[src/rtl/s1_fetch.sv]
// Stage-1 fetch: owns the PC, drives the BIOS/IMEM read ports and registers
// the fetched instruction and its PC into the s1/s2 boundary.
module s1_fetch (
  input  logic        clk,
  input  logic        rst,
  input  logic        stall,
  input  logic        redirect,
  input  logic [31:0] redirect_target,
  output logic [11:0] bios_addr,
  input  logic [31:0] bios_dout,
  output logic [13:0] imem_addr,
  input  logic [31:0] imem_dout,
  output logic [31:0] instruction_s2,
  output logic [31:0] pc_s2,
  output logic [31:0] fetch_count
);

  localparam int unsigned XLEN      = 32;
  localparam logic [XLEN-1:0] RESET_PC = 32'h4000_0000;
  localparam logic [XLEN-1:0] NOP      = 32'h0000_0013;
  localparam logic [3:0]      BIOS_SEG = 4'b0100;

  logic [XLEN-1:0] pc_f;
  logic            valid_f;
  logic [XLEN-1:0] target;
  logic [XLEN-1:0] next_pc;
  logic [XLEN-1:0] fetch_instr;

  assign target = redirect_target & ~XLEN'(3);

  // Address for the next cycle; reset forces the BIOS base so the first fetch
  // is already in flight when reset releases.
  always_comb begin
    next_pc = pc_f + XLEN'(4);
    if (rst) begin
      next_pc = RESET_PC;
    end else if (redirect) begin
      next_pc = target;
    end else if (stall) begin
      next_pc = pc_f;
    end
  end

  assign bios_addr   = next_pc[13:2];
  assign imem_addr   = next_pc[15:2];
  assign fetch_instr = (pc_f[31:28] == BIOS_SEG) ? bios_dout : imem_dout;

  // Redirect beats stall; a redirected slot becomes a bubble and is not counted.
  always_ff @(posedge clk or posedge rst) begin
    if (rst) begin
      pc_f           <= RESET_PC - XLEN'(4);
      valid_f        <= 1'b0;
      instruction_s2 <= NOP;
      pc_s2          <= '0;
      fetch_count    <= '0;
    end else if (redirect) begin
      instruction_s2 <= NOP;
      pc_s2          <= pc_f;
      pc_f           <= next_pc;
      valid_f        <= 1'b1;
    end else if (!stall) begin
      instruction_s2 <= valid_f ? fetch_instr : NOP;
      pc_s2          <= pc_f;
      pc_f           <= next_pc;
      valid_f        <= 1'b1;
      fetch_count    <= fetch_count + XLEN'(valid_f);
    end
  end

endmodule
[config.mk]
export PLATFORM = sky130hd
export DESIGN_NAME = s1_fetch
export DESIGN_NICKNAME = d
export VERILOG_FILES = /design/src/rtl/s1_fetch.sv
export SDC_FILE = /design/constraint.sdc
export NUM_CORES = 1
export LEC_CHECK = 0
export CAP_MARGIN = 20
export CORE_ASPECT_RATIO = 0.75
export CORE_MARGIN = 10
export CORE_UTILIZATION = 42
export DETAILED_ROUTE_END_ITERATION = 10
export GPL_TIMING_DRIVEN = 0
export PLACE_DENSITY_LB_ADDON = 0.15
export SYNTH_ARGS = -nofsm -noshare
export SYNTH_HDL_FRONTEND = slang
export SYNTH_SLANG_ARGS = --single-unit
[constraint.sdc]
create_clock -name clk -period 8 [get_ports clk]
set_clock_uncertainty 0.2 [all_clocks]
set_input_delay 1.6 -clock clk [delete_from_list [all_inputs] [get_ports clk]]
set_output_delay 1.6 -clock clk [all_outputs]
set_load 0.05 [all_outputs]
==> results of run 1 <==
worst max path at each step:
stage / end / slack, ns / cells after the start
floorplan: bios_addr[10] / 2.10 / 5
detailed placement: bios_addr[2] / 1.68 / 7
CTS: bios_addr[2] / 1.68 / 7
finish: imem_addr[2] / 1.59 / 7
global route: imem_addr[2] / 1.42 / 7
global placement: bios_addr[11] / 0.006 / 7
routing by layer:
layer / track usage, % / vias up / wire length, µm
met5: 0 / - / 0
met4: 4.43 / 0 / 180
met3: 7.60 / 15 / 2380
met2: 29.2 / 266 / 9750
met1: 26.4 / 2948 / 9520
li1: - / 3004 / -
state kept, by name (all words and copies together), names as in the netlist:
name            cells
instruction_s2     32
valid_f             1
pc_f               30
pc_s2              30
fetch_count        32
power groups by stage:
stage | combinational [mW] | clock, mW | sequential (mW)
finish | 0.560 | 0.759 | 0.745
global route | 0.597 | 0.803 | 0.753
CTS | 0.566 | 0.774 | 0.744
detailed placement | 0.564 | 0 | 0.755
global placement | 0.559 | 0 | 0.753
floorplan | 0.205 | 0 | 0.893
cell families (layout without fill, tap and decap cells):
group | count (synthesis) | count (layout) | share of synthesized area [%]
XOR/XNOR | 42 | 42 | 5.40
multiplexers | 44 | 44 | 6.55
buffers and inverters | 88 | 338 | 7.47
adder cells (fa/ha/maj) | 3 | 3 | 0.551
AND/OR/NAND/NOR | 315 | 315 | 22.3
AO/OA/AOI/OAI | 122 | 122 | 11.2
flip-flops | 125 | 125 | 46.5
other | 1 | 2 | 0.0550
final cells by class:
type,count,area (µm²)
Buffer,78,482
Clock inverter,15,155
Inverter,10,37.5
Multi-Input combinational cell,528,3140
Tap cell,210,263
Clock buffer,17,425
Fill cell,1382,6090
Timing Repair Buffer,218,2200
Sequential cell,125,3170
metrics by stage:
step | instances | cell area [µm²] | utilization (%) | hold WS [ns] | setup WS (ns)
finish | 1201 | 9870 | 61.8 | 0.263 | 1.59
global route | 1201 | 9870 | 61.8 | 0.286 | 1.42
global placement | 1168 | 9260 | 58.0 | 0.251 | 0.00598
CTS | 1201 | 9870 | 61.8 | 0.269 | 1.68
detailed placement | 1169 | 9290 | 58.2 | 0.258 | 1.68
floorplan | 741 | 6820 | - | 0.261 | 2.10
layout by cell type (no fill, tap or decap), drive strengths merged, types with 21 or more instances in the layout:
| master | instances |
|---|---|
| mux2i | 39 |
| nand3 | 25 |
| xor2 | 21 |
| clkbuf | 47 |
| nor2 | 43 |
| dfrtp | 94 |
| clkdlybuf4s50 | 217 |
| dfstp | 31 |
| buf | 49 |
| xnor2 | 21 |
| o21ai | 56 |
| nand2 | 161 |
critical path: cells and delay by family:
kind | cells | cell delay [ns]
buf+inv | 6 | 2.84
simple gates | 1 | 0.16
==> flow_metrics.py, run 1 <==
metrics = {
    "status": {
        "outcome": "completed",
    },
    "power_and_ir_drop": {
        "leakage_nw": 4.23,
        "pwr-share-seq_pct": 36.1,
        "internal_power_mw": 1.35,
        "combPwrFrac_pct": 27.2,
        "switching_power_uw": 714,
        "p_total_mw": 2.06,
        "irDropWorstVdd_mv": 0.157,
        "pwr_density_cell_nw_per_um2": 209,
        "pwr-share-clk_pct": 36.8,
        "swShare_pct": 34.6,
    },
    "global_route": {
        "antenna_found_initial": 0,
        "globalRouteOverflowTotal": 0,
        "grt_max_degree": 93,
        "track_usage_pct": 19.6,
        "grt_pass1_wl_um": 34100,
        "grt_pass1_vias": 6058,
    },
    "critical_path": {
        "r2r-start": "pc_f[17]",
        "arrival_ns": 4.61,
        "path_max_fanout": 10,
        "end_kind": "output pin",
        "slowest_delay_ns": 0.69,
        "r2r_setup_slack_ns": 5.33,
        "startpoint": "rst",
        "critPathKind": "in -> out",
        "cp.required_ns": 6.20,
        "ff2ff_path_depth": 6,
        "worstPathCellList": "clkdlybuf4s50_1 > clkbuf_1 > buf_1 > clkbuf_1 > nor2_1 > buf_4 > clkdlybuf4s50_1",
        "crit_path_start_kind": "primary input",
        "slowest_stage": "clkdlybuf4s50_1",
        "r2r-end": "pc_f[30]",
    },
    "yosys": {
        "synth-edff-count": 0,
        "yosys_most_used_dff": "dfrtp_1",
        "synth_top_area_share_pct": 34.5,
        "synthCells": 740,
        "synth_top_cell_by_area": "dfrtp_1",
        "synth_cell_types": 64,
        "synth_most_common_cell": "nand2_1",
        "post_synth_instance_area_um2": 6820,
        "synth_common_cells": "nand2_1 (161), dfrtp_1 (94), o21ai_0 (56)",
        "avgSynthCellArea_um2": 9.21,
        "ys_seq_elements": 125,
        "async_flop_share_pct": 100,
        "ys_warn_count": 0,
        "synthTopCellsByArea": "dfrtp_1 (35%), dfstp_2 (12%), nand2_1 (8.9%)",
        "yosysSeqAreaShare_pct": 46.5,
    },
    "final_layout": {
        "drive_gt1_share_pct": 13.1,
        "antenna_cells": 0,
        "syn_to_final_growth_pct": 44.8,
        "fin_nets": 1081,
    },
    "floorplan": {
        "die_h_um": 130,
        "dieArea_um2": 21800,
        "pin_count": 222,
        "start_util_pct": 42.7,
        "rows": 40,
        "die_w_um": 167,
        "core_area_um2": 16000,
    },
    "routing": {
        "antenna_left": 0,
        "first_pass_iters": 5,
        "vias": 6233,
        "dr.first_iter.drc_count": 571,
        "drc_errors": 0,
        "routed_via_density": 5.19,
        "avgRoutedWirePerCell_um": 18.2,
        "routed_wl_um": 21800,
    },
    "timing": {
        "setup_viol": 0,
        "max_freq_mhz": 156,
        "setup_tns_ns": 0,
        "min_period_over_period_pct": 80.1,
        "finalCriticalPeriod_ns": 6.41,
        "hold_violations": 0,
        "rsz0062_at_grt": "false",
        "slew_viol_final": 0,
        "worst_pin_slew_ns": 0.738,
        "slew_headroom_pct": 50.8,
    },
    "job": {
        "maxCapViolCount": 0,
    },
    "clock_tree": {
        "cts_resized": 0,
        "cts_tree": "built",
        "cts_buffers": 17,
        "cts_sinks": 125,
        "cts_htree_levels": 4,
        "root_buffer": "clkbuf_16",
        "cts_buffer_depth": 2,
        "hold_buffers": 0,
        "postCtsSetupBuffers": 0,
        "clk_pin_slew_ns": 0.06,
        "insertion_delay_ns": 0.42,
    },
    "hold_path": {
        "hold_end": "pc_s2[29]",
        "hold_class": "reg -> reg",
        "min_from": "pc_s2[29]",
        "hold_path_depth": 2,
    },
    "place": {
        "gp_congestion": 0.931,
        "dp_hpwl_um": 16600,
        "io_buffers": 217,
    },
}
Note: power is estimated with default switching activity, not from simulation.
==> run 2, diff against run 1 <==
- clock period: 8 -> 5.75 ns (I/O delays scaled with it)
==> results of run 2 <==
Same layout as run 1 (identical final DEF). Status: completed.
Main changes from that run: setup slack after placement 1.68 ns -> 0.333 ns; setup slack after layout 1.59 ns -> 0.243 ns; register-to-register setup slack 5.33 ns -> 3.08 ns; total power 2.06 mW -> 2.87 mW; worst IR drop on VDD 0.157 mV -> 0.218 mV
